<file path="src/rtl/lcd_bus_strobe_if.sv">
// Request handshake plus HD44780-style pin bundle between the LCD sequencer,
// the strobe stage and the panel.
interface lcd_bus_strobe_if;
  logic       REQ_VALID;
  logic       REQ_READY;
  logic       REQ_RS;
  logic [7:0] REQ_DATA;
  logic       LCD_E;
  logic       LCD_RS;
  logic       LCD_RW;
  logic [7:0] LCD_DATA;
  logic       BUSY;
  logic       DONE;

  modport master (
    output REQ_VALID, REQ_RS, REQ_DATA,
    input  REQ_READY, LCD_E, LCD_RS, LCD_RW, LCD_DATA, BUSY, DONE
  );

  modport slave (
    input  REQ_VALID, REQ_RS, REQ_DATA,
    output REQ_READY, LCD_E, LCD_RS, LCD_RW, LCD_DATA, BUSY, DONE
  );
endinterface

</file>
<file path="src/rtl/lcd_bus_strobe.sv">
// Timed HD44780 write strobe: setup, E pulse, hold, then an execution wait
// (long for clear/home) before the next byte is accepted.
module lcd_bus_strobe #(
  parameter int T_SETUP     = 2,
  parameter int T_PW        = 12,
  parameter int T_HOLD      = 2,
  parameter int T_EXEC      = 40,
  parameter int T_EXEC_LONG = 1640,
  parameter int CW          = 16
) (
  input  logic             CLK,
  input  logic             RESETN,
  lcd_bus_strobe_if.slave  bus
);

  typedef enum logic [2:0] {
    S_IDLE  = 3'd0,
    S_SETUP = 3'd1,
    S_PULSE = 3'd2,
    S_HOLD  = 3'd3,
    S_EXEC  = 3'd4
  } state_t;

  // Timer reload values: each phase lasts exactly T_x cycles.
  localparam logic [CW-1:0] LD_SETUP     = CW'(T_SETUP - 1);
  localparam logic [CW-1:0] LD_PW        = CW'(T_PW - 1);
  localparam logic [CW-1:0] LD_HOLD      = CW'(T_HOLD - 1);
  localparam logic [CW-1:0] LD_EXEC      = CW'(T_EXEC - 1);
  localparam logic [CW-1:0] LD_EXEC_LONG = CW'(T_EXEC_LONG - 1);

  state_t          state_reg;
  logic [CW-1:0]   timer_reg;
  logic            long_reg;
  logic            e_reg;
  logic            rs_reg;
  logic [7:0]      data_reg;
  logic            done_reg;

  logic            ready;
  logic            accept;
  logic            long_req;
  logic            timer_zero;

  assign ready      = (state_reg == S_IDLE) & RESETN;
  assign accept     = bus.REQ_VALID & ready;
  assign timer_zero = (timer_reg == '0);
  // Clear display (0x01) and return home (0x02/0x03) need the long wait.
  assign long_req   = ~bus.REQ_RS & (bus.REQ_DATA[7:2] == 6'd0) & (bus.REQ_DATA[1:0] != 2'd0);

  always_ff @(posedge CLK) begin
    if (!RESETN) begin
      state_reg <= S_IDLE;
      timer_reg <= '0;
      long_reg  <= 1'b0;
      e_reg     <= 1'b0;
      rs_reg    <= 1'b0;
      data_reg  <= 8'h00;
      done_reg  <= 1'b0;
    end else begin
      done_reg <= 1'b0;
      case (state_reg)
        S_IDLE: begin
          e_reg <= 1'b0;
          if (accept) begin
            state_reg <= S_SETUP;
            timer_reg <= LD_SETUP;
            rs_reg    <= bus.REQ_RS;
            data_reg  <= bus.REQ_DATA;
            long_reg  <= long_req;
          end
        end
        S_SETUP: begin
          if (timer_zero) begin
            state_reg <= S_PULSE;
            timer_reg <= LD_PW;
            e_reg     <= 1'b1;
          end else begin
            timer_reg <= timer_reg - 1'b1;
          end
        end
        S_PULSE: begin
          if (timer_zero) begin
            state_reg <= S_HOLD;
            timer_reg <= LD_HOLD;
            e_reg     <= 1'b0;
          end else begin
            timer_reg <= timer_reg - 1'b1;
          end
        end
        S_HOLD: begin
          if (timer_zero) begin
            state_reg <= S_EXEC;
            timer_reg <= long_reg ? LD_EXEC_LONG : LD_EXEC;
          end else begin
            timer_reg <= timer_reg - 1'b1;
          end
        end
        S_EXEC: begin
          if (timer_zero) begin
            state_reg <= S_IDLE;
            done_reg  <= 1'b1;
          end else begin
            timer_reg <= timer_reg - 1'b1;
          end
        end
        default: begin
          state_reg <= S_IDLE;
          timer_reg <= '0;
          e_reg     <= 1'b0;
        end
      endcase
    end
  end

  assign bus.REQ_READY = ready;
  assign bus.BUSY      = ~ready;
  assign bus.LCD_E     = e_reg;
  assign bus.LCD_RS    = rs_reg;
  assign bus.LCD_RW    = 1'b0;
  assign bus.LCD_DATA  = data_reg;
  assign bus.DONE      = done_reg;

endmodule

</file>
<file path="src/flat_wrapper.sv">
// flat-port wrapper written by rule: the top's interface ports become plain ports
module lcd_bus_strobe_flat 
#(
  parameter int T_SETUP     = 2,
  parameter int T_PW        = 12,
  parameter int T_HOLD      = 2,
  parameter int T_EXEC      = 40,
  parameter int T_EXEC_LONG = 1640,
  parameter int CW          = 16
)
  (CLK, RESETN, bus_REQ_VALID, bus_REQ_RS, bus_REQ_DATA, bus_REQ_READY, bus_LCD_E, bus_LCD_RS, bus_LCD_RW, bus_LCD_DATA, bus_BUSY, bus_DONE);
  lcd_bus_strobe_if bus_i ();
  input  logic CLK;
  input  logic RESETN;
  input wire logic [$bits(bus_i.REQ_VALID)-1:0] bus_REQ_VALID;
  input wire logic [$bits(bus_i.REQ_RS)-1:0] bus_REQ_RS;
  input wire logic [$bits(bus_i.REQ_DATA)-1:0] bus_REQ_DATA;
  output wire logic [$bits(bus_i.REQ_READY)-1:0] bus_REQ_READY;
  output wire logic [$bits(bus_i.LCD_E)-1:0] bus_LCD_E;
  output wire logic [$bits(bus_i.LCD_RS)-1:0] bus_LCD_RS;
  output wire logic [$bits(bus_i.LCD_RW)-1:0] bus_LCD_RW;
  output wire logic [$bits(bus_i.LCD_DATA)-1:0] bus_LCD_DATA;
  output wire logic [$bits(bus_i.BUSY)-1:0] bus_BUSY;
  output wire logic [$bits(bus_i.DONE)-1:0] bus_DONE;
  assign bus_i.REQ_VALID = bus_REQ_VALID;
  assign bus_i.REQ_RS = bus_REQ_RS;
  assign bus_i.REQ_DATA = bus_REQ_DATA;
  assign bus_REQ_READY = bus_i.REQ_READY;
  assign bus_LCD_E = bus_i.LCD_E;
  assign bus_LCD_RS = bus_i.LCD_RS;
  assign bus_LCD_RW = bus_i.LCD_RW;
  assign bus_LCD_DATA = bus_i.LCD_DATA;
  assign bus_BUSY = bus_i.BUSY;
  assign bus_DONE = bus_i.DONE;
  lcd_bus_strobe #(.T_SETUP(T_SETUP), .T_PW(T_PW), .T_HOLD(T_HOLD), .T_EXEC(T_EXEC), .T_EXEC_LONG(T_EXEC_LONG), .CW(CW)) u_core (.CLK(CLK), .RESETN(RESETN), .bus(bus_i));
endmodule
</file>
<file path="config.mk">
export PLATFORM = sky130hd
export DESIGN_NAME = lcd_bus_strobe_flat
export DESIGN_NICKNAME = d
export VERILOG_FILES = /design/src/rtl/lcd_bus_strobe_if.sv /design/src/rtl/lcd_bus_strobe.sv /design/src/flat_wrapper.sv
export SDC_FILE = /design/constraint.sdc
export NUM_CORES = 1
export LEC_CHECK = 0
export CAP_MARGIN = 10
export CORE_ASPECT_RATIO = 2
export CORE_MARGIN = 2
export CORE_UTILIZATION = 36
export DETAILED_ROUTE_END_ITERATION = 8
export GPL_ROUTABILITY_DRIVEN = 0
export SYNTH_ARGS = -nofsm -noshare
export SYNTH_HDL_FRONTEND = slang
export SYNTH_SLANG_ARGS = --single-unit
</file>
<file path="constraint.sdc">
create_clock -name CLK -period 2.79 [get_ports CLK]
set_input_delay 0.279 -clock CLK [delete_from_list [all_inputs] [get_ports CLK]]
set_output_delay 0.279 -clock CLK [all_outputs]
set_load 0.005 [all_outputs]
</file>
==> flow_summary.ini, run 1 <==
[outcome]
status = finished clean

[timing]
setup_viol = 0
setup_tns_ns = 0
relSlewSlack = 0.6001
max_slew.worst_pin.slew_ns = 0.5953
finClkSkew_ns = 0.007733
max_freq_ghz = 0.4084
finalCritPeriodShare = 0.8776
hold_viol = 0
finalWorstSetupSlack_ns = 0.3415
rsz0062_at_grt = no
drv_slew = 0
period_minus_slack_ns = 2.448

[die]
row_count = 35
dieArea_mm2 = 0.005245
core-area_mm2 = 0.004554
fp.dieW_um = 52.22
die_h_um = 100.4
io_pins = 26
initial_core_util = 0.3676

[routing]
drt_iter0_drc = 35
vias = 1631
routed_wirelength_um = 4495
wl_per_cell_um = 15.39
drcViolationCount = 0
firstDrtPassIters = 5
viasPerCell = 5.586
ant_nets = 0

[worst_setup_path]
cp.required_ns = 2.97
start_kind = flop
critical_path_peak_fanout = 8
reg2reg_depth = 7
cp_slowest_cell = o21ai_1
crit_chain = inv_1 -> ha_1 -> nor3b_1 -> nand4_1 -> o21ai_1 -> or4_2 -> a21oi_1
cp-end-kind = flop
crit_type = reg -> reg
critical_path_arrival_ns = 2.62
worst_path_largest_cell_delay_ns = 0.58

[global_route]
use_met2 = 0.3525
grt_pass1_vias = 1604
grt_use_met3 = 0.03125
grt_max_degree = 18
grt-ovfl-total = 0
busiest_layer = met2
antenna_found_initial = 0
grt_pass1_wl_um = 7576
grtUsageMet1 = 0.1940
gr-usage-all-layers = 0.1933

[finish]
syn_to_final_growth_pct = 22.87
diodes = 0
fin_cells = 292
final_area_mm2 = 0.002057
nNetsFinal = 250
drive_gt1_frac = 0.09283
largest_register_ffs = 16

[clocking]
clockBufferDepth = 2
cts_sinks = 31
postCtsResizedCells = 0
post-cts-setup-buffer-count = 0
htreeDepth = 2
path_clk_slew_ns = 0.07
tritoncts = done
clock_latency_ns = 0.29
cts-buffers-inserted = 5
cts_root_buffer = clkbuf_8
hold_buffers = 0

[power_and_ir_drop]
powerDensity_mw_per_mm2 = 1300
total_power_w = 0.002675
vdd_drop_max_uv = 643.8
leakagePower_nw = 0.7474

[placement]
place_inst = 285
portBuffers = 24
dp_hpwl_um = 3427
dpl_worst_slack_ns = 0.4300
placed_cell_area_mm2 = 0.001969

[job]
drv_cap = 0

[worst_hold_path]
worstHoldPathCells = 2
hp-class = reg -> reg

[yosys]
synthTopCellsByCount = dfxtp_1, nand2_1, nor2_1, a21oi_1
post-synth-top-count-cell = dfxtp_1
syn_avg_cell_area_um2 = 7.897
ys_types = 51
yosysSeqAreaShare = 0.3707
yosysTopAreaCell = dfxtp_1
yosysWarnings = 0
synth_seq_cells = 31
synth_ff_type = dfxtp_1
synth_area_leaders = dfxtp_1, nand2_1, nor2_1
synth_nets = 225
synth-edff-count = 0
syn-cell-area_mm2 = 0.001674
postSynthCellCount = 212
synthArstFlopShare = 0
synth_top_cell_area_share = 0.3707
-- worst paths after layout --
path | startpoint | slack (ns) | end
min reg2reg | u_core.bus.LCD_DATA[2] | 0.46 | u_core.bus.LCD_DATA[2]
min | u_core.bus.LCD_DATA[2] | 0.46 | u_core.bus.LCD_DATA[2]
max | u_core.timer_reg[0] | 0.34 | u_core.timer_reg[11]
max reg2reg | u_core.timer_reg[0] | 0.34 | u_core.timer_reg[11]
-- area by class of cell --
| cell class | count | area [um^2] |
|---|---|---|
| Fill cell | 465 | 2497 |
| Multi-Input combinational cell | 162 | 968.4 |
| Sequential cell | 31 | 620.6 |
| Timing Repair Buffer | 30 | 285.3 |
| Clock buffer | 6 | 82.58 |
| Tap cell | 55 | 68.82 |
| Inverter | 7 | 26.28 |
| Clock inverter | 1 | 5.005 |
-- critical path: cells and delay by family (launching register included) --
kind / cells / cell delay [ns]
adders and majority gates: 1 / 0.20
DFF: 1 / 0.34
AOI/OAI and AO/OA: 2 / 0.63
and+or+nand+nor: 3 / 1.10
buffers and inverters: 1 / 0.07
-- metal layers --
layer / up-vias / share of wire
li1: 813 / -
met1: 765 / 0.37
met2: 38 / 0.56
met3: 15 / 0.031
met4: 0 / 0.037
met5: - / 0
-- kinds of logic (layout without fill, tap and decap cells) --
family / Yosys count / in the layout / share of synthesized area
muxes: 3 / 3 / 0.01794
adders and majority gates: 2 / 2 / 0.01345
and+or+nand+nor: 93 / 93 / 0.2915
other: 1 / 1 / 0.002240
DFF: 31 / 31 / 0.3707
AOI/OAI and AO/OA: 55 / 55 / 0.2115
buffers and inverters: 19 / 44 / 0.05083
xor gates and xnor gates: 8 / 8 / 0.04186
-- metrics by stage --
step | hold WS [ns] | util
6_report | 0.4623 | 0.4516
5_1_grt | 0.4817 | 0.4516
4_1_cts | 0.4676 | 0.4516
3_5_place_dp | 0.4596 | 0.4324
3_3_place_gp | 0.4444 | 0.4324
2_1_floorplan | 0.3876 | -
-- placed cells by master, fill, tap and decap left out, types with 2 or more instances in the layout --
cell,netlist,final
a211oi_1,3,3
a21boi_0,2,2
a21oi_1,14,14
and2_1,2,2
buf_4,1,6
clkbuf_8,0,6
clkdlybuf4s50_1,0,24
dfxtp_1,31,31
inv_1,7,7
mux2i_1,3,3
nand2_1,29,29
nand2b_1,2,2
nand3_1,3,3
nor2_1,21,21
nor2b_1,3,3
nor3_1,12,12
nor4_1,6,6
o2111ai_1,3,3
o211ai_1,2,2
o21ai_0,12,12
o21ai_1,2,2
o22ai_1,3,3
o31ai_1,3,3
or3_1,3,3
or3_2,2,2
or4_1,2,2
xnor2_1,2,2
xor2_1,6,6
-- report_power, final --
part	switching, W	internal (W)	leakage, nW
Clock	0.000166	0.000193	0.0470
Combinational	0.000878	0.000664	0.447
Sequential	0.000196	0.000577	0.253
Note: power is estimated with default switching activity, not from simulation.
==> run 2, diff against run 1 <==
CORE_MARGIN = default   (was 2)
CTS_CLUSTER_DIAMETER = 100   (was default)
==> run 2 against run 1 <==
Effect of this change:
- non-clock buffer count is 2 higher
- critical path type unchanged
- die area fell by 5.7%
- sequential cell count is the same
- sequential share of layout area fell by 0.11 points
- critical path depth up 1
- global-route usage up 1.1 points
- cell count rose by 0.68%
- largest power group unchanged
- clock-buffer cell count increased by 1
==> flow_summary.ini, run 2 (synthesis gave the netlist of run 1 again) <==
[outcome]
status = finished clean

[timing]
hold_viol = 0
finalCritPeriodShare = 0.8558
finClkSkew_ns = 0.007218
setup_tns_ns = 0
drv_slew = 0
max_slew.worst_pin.slew_ns = 0.6617
setup_viol = 0
rsz0062_at_grt = no
max_freq_ghz = 0.4188
relSlewSlack = 0.5474
period_minus_slack_ns = 2.388

[worst_setup_path]
start_kind = flop
critical_path_peak_fanout = 8
cp-end-kind = flop
critical_path_arrival_ns = 2.61
crit_type = reg -> reg
r2r_setup_slack_ns = 0.40
critPathBufInv = 2
endpoint = u_core.timer_reg[9]
cp.depth = 8
crit_chain = inv_1 -> ha_1 -> nor3b_1 -> nand4_1 -> buf_4 -> nor3_1 -> nor3_1 -> a21oi_1
r2r-start = u_core.timer_reg[0]
cp_slowest_cell = nor3b_1
cp.required_ns = 3.01
r2r_end = u_core.timer_reg[9]
reg2reg_depth = 8
cpLargestDelayFamily = simple AND/OR/NAND/NOR gates
worst_path_largest_cell_delay_ns = 0.45
cpMostUsedCell = nor3_1
crit_start = u_core.timer_reg[0]

[clocking]
tritoncts = done
postCtsResizedCells = 0
cts-buffers-inserted = 5
hold_buffers = 0
clock_latency_ns = 0.29
htreeDepth = 2
post-cts-setup-buffer-count = 0
clockBufferDepth = 2
cts_root_buffer = clkbuf_8
cts_sinks = 31
path_clk_slew_ns = 0.07

[routing]
drcViolationCount = 0
firstDrtPassIters = 4
vias = 1633
ant_nets = 0
wl_per_cell_um = 15.77
drt_iter0_drc = 74
viasPerCell = 5.554
routed_wirelength_um = 4636

[finish]
layout_commonest_cell = dfxtp_1
diodes = 0
nNetsFinal = 252
largest_register_ffs = 16
multi_input_area_um2 = 968.4
seq_area_um2 = 620.6
fin_cells = 294
syn_to_final_growth_pct = 23.32
fillerInstances = 467
final_cell_mix = dfxtp_1, nand2_1, clkdlybuf4s50_1, nor2_1, a21oi_1
drive_gt1_frac = 0.09583

[power_and_ir_drop]
leakagePower_nw = 0.7511
powerDensity_mw_per_mm2 = 1295
vdd_drop_max_uv = 734.7

[worst_hold_path]
hp-class = reg -> reg

[global_route]
gr-usage-all-layers = 0.2047
grt_max_degree = 18
grt_pass1_wl_um = 7541
antenna_found_initial = 0
grt_pass1_vias = 1588
grt-ovfl-total = 0

[placement]
portBuffers = 24
place_inst = 286
dp_hpwl_um = 3433

[die]
initial_core_util = 0.3784
core-area_mm2 = 0.004424
die_h_um = 98.44
dieArea_mm2 = 0.004944
fp.dieW_um = 50.22
io_pins = 26
row_count = 34

[job]
drv_cap = 0
-- run 2: stage by stage --
stage                     hold slack [ns]  area [um^2]  total power [W]  utilization  setup slack [ns]
after CTS                          0.4685         2064         0.002678       0.4666            0.4160
final                              0.4661         2064         0.002674       0.4666            0.4023
after detailed placement           0.4594         1983         0.002319       0.4482            0.4508
after floorplan                    0.3876         1674         0.001879            -            0.7821
after global placement             0.4466         1983         0.002324       0.4482            0.3820
after global routing               0.4889         2064         0.002887       0.4666            0.1626
-- run 2: layout make-up --
cell class                      count  area share
Sequential cell                    31      0.3006
Inverter                            7     0.01273
Multi-Input combinational cell    162      0.4691
Timing Repair Buffer               32      0.1455
Clock inverter                      1    0.002424
Clock buffer                        7     0.03697
Tap cell                           54     0.03273
-- run 2: worst min-delay path by stage --
stage                                   endpoint  slack [ns]              startpoint  cells past startpoint
after CTS                 u_core.bus.LCD_DATA[4]        0.47  u_core.bus.LCD_DATA[4]                      2
final                     u_core.bus.LCD_DATA[4]        0.47  u_core.bus.LCD_DATA[4]                      2
after floorplan           u_core.bus.LCD_DATA[2]        0.39         bus_REQ_DATA[2]                      2
after global placement    u_core.bus.LCD_DATA[3]        0.45  u_core.bus.LCD_DATA[3]                      2
after global routing      u_core.bus.LCD_DATA[7]        0.49  u_core.bus.LCD_DATA[7]                      2
after detailed placement  u_core.bus.LCD_DATA[4]        0.46  u_core.bus.LCD_DATA[4]                      2
-- run 2: power by group --
group / switching, W / total (W) / internal, W
Combinational: 0.000892 / 0.00156 / 0.000670
Clock: 0.000166 / 0.000341 / 0.000175
Sequential: 0.000194 / 0.000771 / 0.000577
-- run 2: per-layer routing --
metal | GRT usage | routed length (um) | up-vias
met2 | 0.3744 | 2574 | 45
met4 | 0.1253 | 164 | 0
li1 | - | - | 820
met3 | 0.03549 | 165 | 13
met1 | 0.2036 | 1732 | 755
met5 | 0 | 0 | -
-- run 2: worst register-to-register path, stage by stage (launching register included) --
cell and delay [ns]:
dfxtp_1 0.34, inv_1 0.07, ha_1 0.19, nor3b_1 0.45, nand4_1 0.41, buf_4 0.30
nor3_1 0.30, nor3_1 0.10, a21oi_1 0.16
==> run 3, diff against run 2 <==
CORE_MARGIN = 2   (was default)
==> results of run 3 <==
Final layout, timing and power as in run 1 (identical DEF).
